### config.mk
export PLATFORM = sky130hd
export DESIGN_NAME = dot_seq_ctrl_flat
export DESIGN_NICKNAME = d
export VERILOG_FILES = /design/src/rtl/dot_seq_ctrl_pkg.sv /design/src/rtl/dot_seq_ctrl_if.sv /design/src/rtl/mac_unit.sv /design/src/rtl/dot_seq_ctrl.sv /design/src/flat_wrapper.sv
export SDC_FILE = /design/constraint.sdc
export NUM_CORES = 1
export LEC_CHECK = 0
export CAP_MARGIN = 20
export CORE_MARGIN = 2
export CORE_UTILIZATION = 46
export CTS_CLUSTER_DIAMETER = 50
export DETAILED_ROUTE_END_ITERATION = 6
export SLEW_MARGIN = 40
export SYNTH_ARGS = -nofsm -noshare
export SYNTH_HDL_FRONTEND = slang
export SYNTH_HIERARCHICAL = 1
export SYNTH_SLANG_ARGS = --single-unit
### constraint.sdc
create_clock -name clk -period 9.1 [get_ports clk]
set_clock_uncertainty 0.2 [all_clocks]
set_input_delay 0.91 -clock clk [delete_from_list [all_inputs] [get_ports clk]]
set_output_delay 0.91 -clock clk [all_outputs]
set_load 0.005 [all_outputs]
### src/rtl/dot_seq_ctrl_pkg.sv
// ---------------------------------------------------------------------------
// dot_seq_ctrl_pkg : shared types and Q4.12 constants for the dot sequencer
// Rev 1.0
// ---------------------------------------------------------------------------
`default_nettype none

package dot_seq_ctrl_pkg;

  typedef enum logic [2:0] {
    S_IDLE   = 3'd0,
    S_ISSUE  = 3'd1,
    S_DRAIN  = 3'd2,
    S_FINISH = 3'd3,
    S_OUT    = 3'd4
  } state_e;

  localparam int          Q_FRAC  = 12;
  localparam logic [15:0] Q_MAX   = 16'h7FFF;
  localparam logic [15:0] Q_MIN   = 16'h8000;
  localparam int          MAC_LAT = 2;

  typedef struct packed {
    logic [15:0] data;
    logic        sat;
  } q_res_t;

endpackage

`default_nettype wire

### src/rtl/dot_seq_ctrl_if.sv
// ---------------------------------------------------------------------------
// dot_seq_ctrl_if : config, memory-read and result handshake bundle
// Rev 1.0
// ---------------------------------------------------------------------------
`default_nettype none

interface dot_seq_ctrl_if #(
  parameter int ADDR_W = 10,
  parameter int LEN_W  = 11
);
  logic              start;
  logic [LEN_W-1:0]  cfg_len;
  logic [ADDR_W-1:0] cfg_base_w;
  logic [ADDR_W-1:0] cfg_base_x;
  logic              cfg_relu;
  logic [15:0]       bias;
  logic              busy;
  logic              w_rd_en;
  logic [ADDR_W-1:0] w_rd_addr;
  logic [15:0]       w_rd_data;
  logic              x_rd_en;
  logic [ADDR_W-1:0] x_rd_addr;
  logic [15:0]       x_rd_data;
  logic              out_valid;
  logic              out_ready;
  logic [15:0]       out_data;
  logic              out_sat;

  modport master (
    input  start, cfg_len, cfg_base_w, cfg_base_x, cfg_relu, bias,
    input  w_rd_data, x_rd_data, out_ready,
    output busy, w_rd_en, w_rd_addr, x_rd_en, x_rd_addr,
    output out_valid, out_data, out_sat
  );

  modport slave (
    output start, cfg_len, cfg_base_w, cfg_base_x, cfg_relu, bias,
    output w_rd_data, x_rd_data, out_ready,
    input  busy, w_rd_en, w_rd_addr, x_rd_en, x_rd_addr,
    input  out_valid, out_data, out_sat
  );

endinterface

`default_nettype wire

### src/rtl/mac_unit.sv
// ---------------------------------------------------------------------------
// mac_unit : Q4.12 x Q4.12 -> Q8.24 signed multiplier, two register stages
// Rev 1.0
// ---------------------------------------------------------------------------
`default_nettype none

module mac_unit (
  input  logic               clk,
  input  logic               rst_n,
  input  logic               en_i,
  input  logic signed [15:0] weight_i,
  input  logic signed [15:0] data_in_i,
  output logic signed [31:0] product_o
);

  logic signed [31:0] mul_q;

  always_ff @(posedge clk) begin
    if (!rst_n) begin
      mul_q     <= '0;
      product_o <= '0;
    end else if (en_i) begin
      mul_q     <= 32'(weight_i) * 32'(data_in_i);
      product_o <= mul_q;
    end
  end

endmodule

`default_nettype wire

### src/rtl/dot_seq_ctrl.sv
// ---------------------------------------------------------------------------
// dot_seq_ctrl : length-N dot product + bias, Q4.12 saturate/ReLU, valid/ready
// Rev 1.0
// ---------------------------------------------------------------------------
`default_nettype none

module dot_seq_ctrl
  import dot_seq_ctrl_pkg::*;
#(
  parameter int ADDR_W = 10,
  parameter int LEN_W  = 11,
  parameter int ACC_W  = 42,
  parameter int FRAC   = Q_FRAC
) (
  input  logic           clk,
  input  logic           rst,
  dot_seq_ctrl_if.master bus
);

  localparam int DRAIN_CYC = MAC_LAT + 1;
  localparam logic signed [ACC_W-FRAC-1:0] R_MAX = {{(ACC_W-FRAC-16){1'b0}}, Q_MAX};
  localparam logic signed [ACC_W-FRAC-1:0] R_MIN = {{(ACC_W-FRAC-16){1'b1}}, Q_MIN};

  state_e                    state_q;
  logic [LEN_W-1:0]          rem_q;
  logic [1:0]                drain_q;
  logic [MAC_LAT:0]          vld_q;
  logic signed [ACC_W-1:0]   acc_q;
  logic                      rd_en_q;
  logic [ADDR_W-1:0]         w_addr_q;
  logic [ADDR_W-1:0]         x_addr_q;
  logic                      relu_q;
  logic [15:0]               bias_q;
  logic                      out_valid_q;
  logic [15:0]               out_data_q;
  logic                      out_sat_q;

  logic                      w_mac_en;
  logic signed [31:0]        w_prod;
  logic signed [ACC_W-1:0]   w_prod_ext;
  logic signed [ACC_W-1:0]   w_sum;
  q_res_t                    w_res;

  function automatic q_res_t sat_relu(input logic signed [ACC_W-1:0] sum, input logic relu);
    logic signed [ACC_W-FRAC-1:0] r;
    q_res_t res;
    r = sum[ACC_W-1:FRAC];
    if (r > R_MAX) begin
      res.data = Q_MAX;
      res.sat  = 1'b1;
    end else if (r < R_MIN) begin
      res.data = Q_MIN;
      res.sat  = 1'b1;
    end else begin
      res.data = r[15:0];
      res.sat  = 1'b0;
    end
    // ReLU clamps the value only; the saturation flag survives
    if (relu && res.data[15]) res.data = 16'h0000;
    return res;
  endfunction

  assign w_mac_en   = (state_q == S_ISSUE) || (state_q == S_DRAIN);
  assign w_prod_ext = {{(ACC_W-32){w_prod[31]}}, w_prod};
  assign w_sum      = acc_q + ({{(ACC_W-16){bias_q[15]}}, bias_q} <<< FRAC);
  assign w_res      = sat_relu(w_sum, relu_q);

  mac_unit u_mac (
    .clk       (clk),
    .rst_n     (!rst),
    .en_i      (w_mac_en),
    .weight_i  (bus.w_rd_data),
    .data_in_i (bus.x_rd_data),
    .product_o (w_prod)
  );

  always_ff @(posedge clk) begin
    if (rst) begin
      state_q     <= S_IDLE;
      rem_q       <= '0;
      drain_q     <= '0;
      vld_q       <= '0;
      acc_q       <= '0;
      rd_en_q     <= 1'b0;
      w_addr_q    <= '0;
      x_addr_q    <= '0;
      relu_q      <= 1'b0;
      bias_q      <= '0;
      out_valid_q <= 1'b0;
      out_data_q  <= '0;
      out_sat_q   <= 1'b0;
    end else begin
      // Valid bits track each issued pair through memory + both MAC stages
      if (w_mac_en) begin
        vld_q <= {vld_q[MAC_LAT-1:0], rd_en_q};
        if (vld_q[MAC_LAT]) acc_q <= acc_q + w_prod_ext;
      end
      case (state_q)
        S_IDLE: begin
          if (bus.start) begin
            relu_q   <= bus.cfg_relu;
            bias_q   <= bus.bias;
            acc_q    <= '0;
            vld_q    <= '0;
            w_addr_q <= bus.cfg_base_w;
            x_addr_q <= bus.cfg_base_x;
            if (bus.cfg_len == '0) begin
              state_q <= S_FINISH;
            end else begin
              state_q <= S_ISSUE;
              rd_en_q <= 1'b1;
              rem_q   <= bus.cfg_len - 1'b1;
            end
          end
        end
        S_ISSUE: begin
          if (rem_q == '0) begin
            rd_en_q <= 1'b0;
            drain_q <= 2'(DRAIN_CYC - 1);
            state_q <= S_DRAIN;
          end else begin
            rem_q    <= rem_q - 1'b1;
            w_addr_q <= w_addr_q + 1'b1;
            x_addr_q <= x_addr_q + 1'b1;
          end
        end
        S_DRAIN: begin
          if (drain_q == '0) state_q <= S_FINISH;
          else               drain_q <= drain_q - 1'b1;
        end
        S_FINISH: begin
          out_data_q  <= w_res.data;
          out_sat_q   <= w_res.sat;
          out_valid_q <= 1'b1;
          state_q     <= S_OUT;
        end
        S_OUT: begin
          if (bus.out_ready) begin
            out_valid_q <= 1'b0;
            state_q     <= S_IDLE;
          end
        end
        default: state_q <= S_IDLE;
      endcase
    end
  end

  assign bus.busy      = (state_q != S_IDLE);
  assign bus.w_rd_en   = rd_en_q;
  assign bus.x_rd_en   = rd_en_q;
  assign bus.w_rd_addr = w_addr_q;
  assign bus.x_rd_addr = x_addr_q;
  assign bus.out_valid = out_valid_q;
  assign bus.out_data  = out_data_q;
  assign bus.out_sat   = out_sat_q;

endmodule

`default_nettype wire

### src/flat_wrapper.sv
// flat-port wrapper written by rule: the top's interface ports become plain ports
module dot_seq_ctrl_flat import dot_seq_ctrl_pkg::*;
#(
  parameter int ADDR_W = 10,
  parameter int LEN_W  = 11,
  parameter int ACC_W  = 42,
  parameter int FRAC   = Q_FRAC
)
  (clk, rst, bus_start, bus_cfg_len, bus_cfg_base_w, bus_cfg_base_x, bus_cfg_relu, bus_bias, bus_w_rd_data, bus_x_rd_data, bus_out_ready, bus_busy, bus_w_rd_en, bus_w_rd_addr, bus_x_rd_en, bus_x_rd_addr, bus_out_valid, bus_out_data, bus_out_sat);
  dot_seq_ctrl_if #(.ADDR_W(ADDR_W), .LEN_W(LEN_W)) bus_i ();
  input  logic clk;
  input  logic rst;
  input wire logic [$bits(bus_i.start)-1:0] bus_start;
  input wire logic [$bits(bus_i.cfg_len)-1:0] bus_cfg_len;
  input wire logic [$bits(bus_i.cfg_base_w)-1:0] bus_cfg_base_w;
  input wire logic [$bits(bus_i.cfg_base_x)-1:0] bus_cfg_base_x;
  input wire logic [$bits(bus_i.cfg_relu)-1:0] bus_cfg_relu;
  input wire logic [$bits(bus_i.bias)-1:0] bus_bias;
  input wire logic [$bits(bus_i.w_rd_data)-1:0] bus_w_rd_data;
  input wire logic [$bits(bus_i.x_rd_data)-1:0] bus_x_rd_data;
  input wire logic [$bits(bus_i.out_ready)-1:0] bus_out_ready;
  output wire logic [$bits(bus_i.busy)-1:0] bus_busy;
  output wire logic [$bits(bus_i.w_rd_en)-1:0] bus_w_rd_en;
  output wire logic [$bits(bus_i.w_rd_addr)-1:0] bus_w_rd_addr;
  output wire logic [$bits(bus_i.x_rd_en)-1:0] bus_x_rd_en;
  output wire logic [$bits(bus_i.x_rd_addr)-1:0] bus_x_rd_addr;
  output wire logic [$bits(bus_i.out_valid)-1:0] bus_out_valid;
  output wire logic [$bits(bus_i.out_data)-1:0] bus_out_data;
  output wire logic [$bits(bus_i.out_sat)-1:0] bus_out_sat;
  assign bus_i.start = bus_start;
  assign bus_i.cfg_len = bus_cfg_len;
  assign bus_i.cfg_base_w = bus_cfg_base_w;
  assign bus_i.cfg_base_x = bus_cfg_base_x;
  assign bus_i.cfg_relu = bus_cfg_relu;
  assign bus_i.bias = bus_bias;
  assign bus_i.w_rd_data = bus_w_rd_data;
  assign bus_i.x_rd_data = bus_x_rd_data;
  assign bus_i.out_ready = bus_out_ready;
  assign bus_busy = bus_i.busy;
  assign bus_w_rd_en = bus_i.w_rd_en;
  assign bus_w_rd_addr = bus_i.w_rd_addr;
  assign bus_x_rd_en = bus_i.x_rd_en;
  assign bus_x_rd_addr = bus_i.x_rd_addr;
  assign bus_out_valid = bus_i.out_valid;
  assign bus_out_data = bus_i.out_data;
  assign bus_out_sat = bus_i.out_sat;
  dot_seq_ctrl #(.ADDR_W(ADDR_W), .LEN_W(LEN_W), .ACC_W(ACC_W), .FRAC(FRAC)) u_core (.clk(clk), .rst(rst), .bus(bus_i));
endmodule
Word-level counts from Yosys, hierarchy flattened:

Index checks and enable logic that the tools add are counted.

* eq/ne operators: 11
* $mul: 1
* multiplexer cells: 35
* reductions and logical operators: 17
* $lt $le $gt $ge: 2
* add/subtract/negate cells: 7

Operators by type and width (number)
* 42-bit two-way mux: 4
* 42-bit by 32-bit adder with 42-bit output: 1
* 42-bit adder: 1
* 10-bit two-way mux: 4
* 10-bit one-hot mux with 2 select lines: 2
* 17-bit two-way mux: 2
* 11-bit two-way mux: 3
* 16-bit by 16-bit multiplier with 32-bit output: 1
* 30-bit by 16-bit greater-than comparator with 1-bit output, second input constant: 1
* 30-bit by 16-bit < comparator with 1-bit output, second input constant: 1
* 11-bit logical NOT: 2
* 11-bit one-hot mux with 2 select lines: 1
* 11-bit by 1-bit subtractor with 11-bit output, second input constant: 2
* 3-bit two-way mux: 7
* 10-bit by 1-bit adder with 10-bit output, second input constant: 2
* 16-bit two-way mux: 1
* 3-bit one-hot mux with 5 select lines: 1
* 2-bit != test, second input constant: 7
* 4-bit AND reduction: 3
* 3-bit by 2-bit == test with 1-bit output, second input constant: 2
* 2-bit two-way mux: 3
* 3-bit AND reduction: 2
* 2-bit nonzero test: 3
* 1-bit two-way mux: 4
* 11 further kinds: 13

* input port bits: 84
* register bits: 181
* output and inout port bits: 41

Logic depth before layout (Yosys ltp):

* depth after elaboration: 6
* mapped depth: 22
* mapped depth without buffers: 21

Modules after synthesis:

Netlist, hierarchy kept.

By module, submodules not included
* mac_unit: times used 1, area each 12027.8 um^2, cells an instance 1297
* dot_seq_ctrl: times used 1, area each 9073.7 um^2, cells an instance 1246

Least setup slack after synthesis:

OpenSTA, ideal clock, no wires.

* kind: input to register
* from: input bus_w_rd_data[15]
* to: register u_core.u_mac.mul_q[31]
* data required time: 8.826 ns
* path buffers: 1
* stages: 20
* data arrival time: 6.408 ns
* slack: 2.418 ns
* library setup time: 0.074 ns
* cell sequence: clkbuf_1 -> nand2_1 -> inv_1 -> fa_1 -> fa_1 -> fa_1 -> fa_1 -> fa_1 -> inv_1 -> fa_1 -> inv_1 -> ha_1 -> a21o_1 -> a311o_1 -> a21oi_2 -> o31ai_2 -> a31oi_4 -> o21ai_2 -> or4_1 -> a31oi_1

* word-level cells in the longest chain between the ends: 1

Ends and longest elaborated chain
* start, declared: RTL line flat_wrapper.sv:19 `input wire logic [$bits(bus_i.w_rd_data)-1:0] bus_w_rd_data;`
* 16-bit by 16-bit multiplier with 32-bit output: RTL line mac_unit.sv:23 `mul_q <= 32'(weight_i) * 32'(data_in_i);`
* end signal, assigned: RTL line mac_unit.sv:23
* end, declared: RTL line mac_unit.sv:16 `logic signed [31:0] mul_q;`

No other way between the ends.
A chain may end at the register's enable or synchronous reset.

Worst setup path after layout:

* from: input bus_w_rd_data[5]
* to: register u_core.u_mac.mul_q[30]

The elaborated chain is that of the path after synthesis.

==> impl_metrics.env <==
export IMPL_status="completed"
export IMPL_hold_class="reg -> reg"
export IMPL_grt_start_max_net_pins=73
export IMPL_period_needed_ps=7290
export IMPL_r2r_start="u_core/acc_q[12]$_SDFF_PP0_"
export IMPL_hold_viol=0
export IMPL_layout_drive_gt1_share=0.0334
export IMPL_grt_pass1_vias=17500
export IMPL_synth_edf_count=0
export IMPL_cp_data_required_time_ps=9220
export IMPL_critical_path_cell_chain="clkdlybuf4s50_1 > and2_1 > fa_1 > inv_1 > fa_1 > fa_1 > fa_1 > inv_1 > fa_1 > inv_1 > fa_1 > inv_1 > ha_1 > a21oi_1 > o21ai_0 > a211oi_1 > o21ai_2 > a211oi_2 > o21ai_1 > o2111ai_1 > o211ai_1"
export IMPL_n_antenna_cell=0
export IMPL_root_buffer="clkbuf_16"
export IMPL_final_common_cell="nand2_1"
export IMPL_synth_flop_cell="dfxtp_1"
export IMPL_tightest_slew_ps=833
export IMPL_hpwl_mm=40.7
export IMPL_syn_inst=2543
export IMPL_routabilityCongestion=0.883
export IMPL_yosys_warnings=6
export IMPL_dieHeight_um=218
export IMPL_post_cts_resized=0
export IMPL_hold_path_startpoint="u_core/vld_q[1]$_SDFF_PP0_"
export IMPL_leakage_nw=10.5
export IMPL_r2r_cells=14
export IMPL_grt_antenna_before_repair=0
export IMPL_antenna_left=0
export IMPL_clk_pin_slew_ps=70
export IMPL_vias_per_cell=5.47
export IMPL_cp_common_cell="fa_1"
export IMPL_dieArea_um2=47600
export IMPL_async_flop_share=0
export IMPL_fin_crit_sh=0.802
export IMPL_syn_num_nets=3047
export IMPL_tritoncts="built"
export IMPL_grt_ovfl_total=0
export IMPL_start_util=0.466
export IMPL_core_area_um2=45300
export IMPL_post_place_ws_ps=1410
export IMPL_wirelength_mm=52.1
export IMPL_rr_endpoint="u_core/bus.out_sat$_SDFFE_PP0P_"
export IMPL_rsz0062_at_grt="no"
export IMPL_post_cts_buffers=0
export IMPL_post_synth_num_cell_types=89
export IMPL_setup_ws_ps=1810
export IMPL_r2r_slack_ps=4220
export IMPL_min_to="u_core/vld_q[1]$_SDFF_PP0_"
export IMPL_cp_slowest_stage_delay_ps=790
export IMPL_drc=0
export IMPL_fin_nets=3093
export IMPL_ir_drop_uv=626
export IMPL_area_delta_synth_final_pct=10.6
export IMPL_worst_setup_path_type="in -> reg"
export IMPL_critPathArrivalTime_ps=7420
export IMPL_final_setup_viol_count=0
export IMPL_fin_tns_setup_ps=0
export IMPL_via_count=17500
export IMPL_cts_sinks=181
export IMPL_max_slew_margin_rel=0.443
export IMPL_final_cell_mix="nand2_1 (333), inv_1 (314), fa_1 (264)"
export IMPL_ios=125
export IMPL_io_buffers=124
export IMPL_endpoint_kind="flop"
export IMPL_grt_pass1_wl_mm=86.4
export IMPL_fmax_mhz=137
export IMPL_drt_iter0_drc=920
export IMPL_worstHoldPathCells=2
export IMPL_track_usage=0.222
export IMPL_start_kind="input pin"
export IMPL_drt_pass1_iterations=5
export IMPL_worst_path_buf_inv=5
export IMPL_routedWlPerCell_um=16.3
export IMPL_cp_slowest_cell="clkdlybuf4s50_1"
export IMPL_insertion_delay_ps=450
export IMPL_num_rows=78
export IMPL_numCtsBuffers=17
export IMPL_htree_levels=4
export IMPL_yosysSeqAreaShare=0.172
export IMPL_clockBufferDepth=2
export IMPL_syn_area_per_cell_um2=8.30
export IMPL_cpLargestDelayFamily="adder cells"
export IMPL_cap_violations=0
export IMPL_power_density_nw_per_um2=378
export IMPL_holdBufCountCts=0
export IMPL_critPathMaxFanout=16
export IMPL_slew_violations=0
export IMPL_die_w_um=218
export IMPL_ys_ff_latch=181
export IMPL_syn_area_um2=21100
[worst register-to-register path, delay by kind of cell, from the launching register on]
| family | cells | cell delay [ps] |
|---|---|---|
| and+or+nand+nor | 4 | 1820 |
| AOI/OAI and AO/OA | 6 | 1460 |
| adders and majority gates | 2 | 600 |
| DFF | 1 | 430 |
| xor gates and xnor gates | 1 | 160 |
| buffers and inverters | 1 | 70 |
[cells by family (layout without fill, tap and decap cells)]
logic type | Yosys count | after routing | share of synthesized area
AO/OA/AOI/OAI | 519 | 519 | 0.156
XOR/XNOR | 86 | 86 | 0.0357
adder cells (fa/ha/maj) | 420 | 420 | 0.343
buffers and inverters | 429 | 488 | 0.0789
flip-flops | 181 | 181 | 0.172
multiplexers | 59 | 59 | 0.0280
AND/OR/NAND/NOR | 849 | 849 | 0.187
[final cells by class]
| type | instances | area [um2] |
|---|---|---|
| Multi-Input combinational cell | 1933 | 15800 |
| Clock inverter | 13 | 146 |
| Fill cell | 4380 | 21900 |
| Clock buffer | 19 | 443 |
| Tap cell | 600 | 751 |
| Sequential cell | 181 | 3620 |
| Timing Repair Buffer | 139 | 1350 |
| Inverter | 317 | 1190 |
[synth_stat cells (all sizes together) (8+ instances only)]
library cell | n | area (um2)
clkbuf | 101 | 399
o211ai | 19 | 148
or3 | 9 | 57.6
fa | 264 | 5290
nor2 | 187 | 704
nand4 | 15 | 93.8
nor3 | 39 | 195
o21ai | 110 | 573
a31oi | 20 | 140
xor2 | 29 | 254
inv | 316 | 1190
and2 | 133 | 832
a211oi | 41 | 313
nand2 | 334 | 1260
a22oi | 12 | 90.1
a21oi | 185 | 933
buf | 10 | 66.3
dfxtp | 181 | 3620
nand2b | 12 | 75.1
and3 | 25 | 159
xnor2 | 57 | 499
mux2i | 58 | 581
o21a | 15 | 113
ha | 156 | 1950
nand3 | 54 | 270
o21bai | 16 | 120
a21o | 39 | 294
o31ai | 8 | 65.1
[power breakdown]
part           internal [mW]  switching (mW)
sequential             0.897          0.0824
combinational           2.96            4.14
clock                  0.416           0.338
total                   4.27            4.56
[per-stage QoR]
| step | hold WS (ps) | total power [mW] | util | instances | instance area, um2 |
|---|---|---|---|---|---|
| finish | 253 | 8.83 | 0.515 | 3202 | 23300 |
| global route | 277 | 9.83 | 0.515 | 3202 | 23300 |
| CTS | 256 | 8.91 | 0.515 | 3202 | 23300 |
| detailed placement | 247 | 8.10 | 0.502 | 3170 | 22800 |
| global placement | 240 | 7.98 | 0.502 | 3170 | 22700 |
| floorplan | 232 | 6.48 | - | 2543 | 21100 |
[registers in the layout, indices dropped and copies added (netlist names), 2 cells and up]
signal                  count
u_core/state_q              3
u_core/bus.x_rd_addr       10
u_core/drain_q              2
u_core/u_mac/product_o     32
u_core/bus.out_data        16
u_core/rem_q               11
u_core/u_mac/mul_q         32
u_core/bus.w_rd_addr       10
u_core/acc_q               42
u_core/bias_q              16
u_core/vld_q                3
[layer usage]
layer | share of wire | global-route usage | vias up | wire, um
met4 | 0.014 | 0.0488 | 0 | 754
met1 | 0.46 | 0.301 | 8716 | 24200
met2 | 0.50 | 0.384 | 255 | 26000
met5 | 0 | 0 | - | 0
li1 | - | - | 8497 | -
met3 | 0.023 | 0.0213 | 47 | 1220
[how the worst max path moves through the flow]
stage | slack, ps | cells past startpoint | end | from
3_5_place_dp | 1410 | 21 | u_core/u_mac/mul_q[30]$_SDFFE_PN0P_ | bus_w_rd_data[5]
4_1_cts | 1880 | 21 | u_core/u_mac/mul_q[30]$_SDFFE_PN0P_ | bus_w_rd_data[5]
6_report | 1810 | 21 | u_core/u_mac/mul_q[30]$_SDFFE_PN0P_ | bus_w_rd_data[5]
3_3_place_gp | 1480 | 20 | u_core/u_mac/mul_q[31]$_SDFFE_PN0P_ | bus_x_rd_data[1]
2_1_floorplan | 2420 | 20 | u_core/u_mac/mul_q[31]$_SDFFE_PN0P_ | bus_w_rd_data[15]
5_1_grt | 1530 | 21 | u_core/u_mac/mul_q[30]$_SDFFE_PN0P_ | bus_w_rd_data[5]
Power figures use the tool's default switching activity.
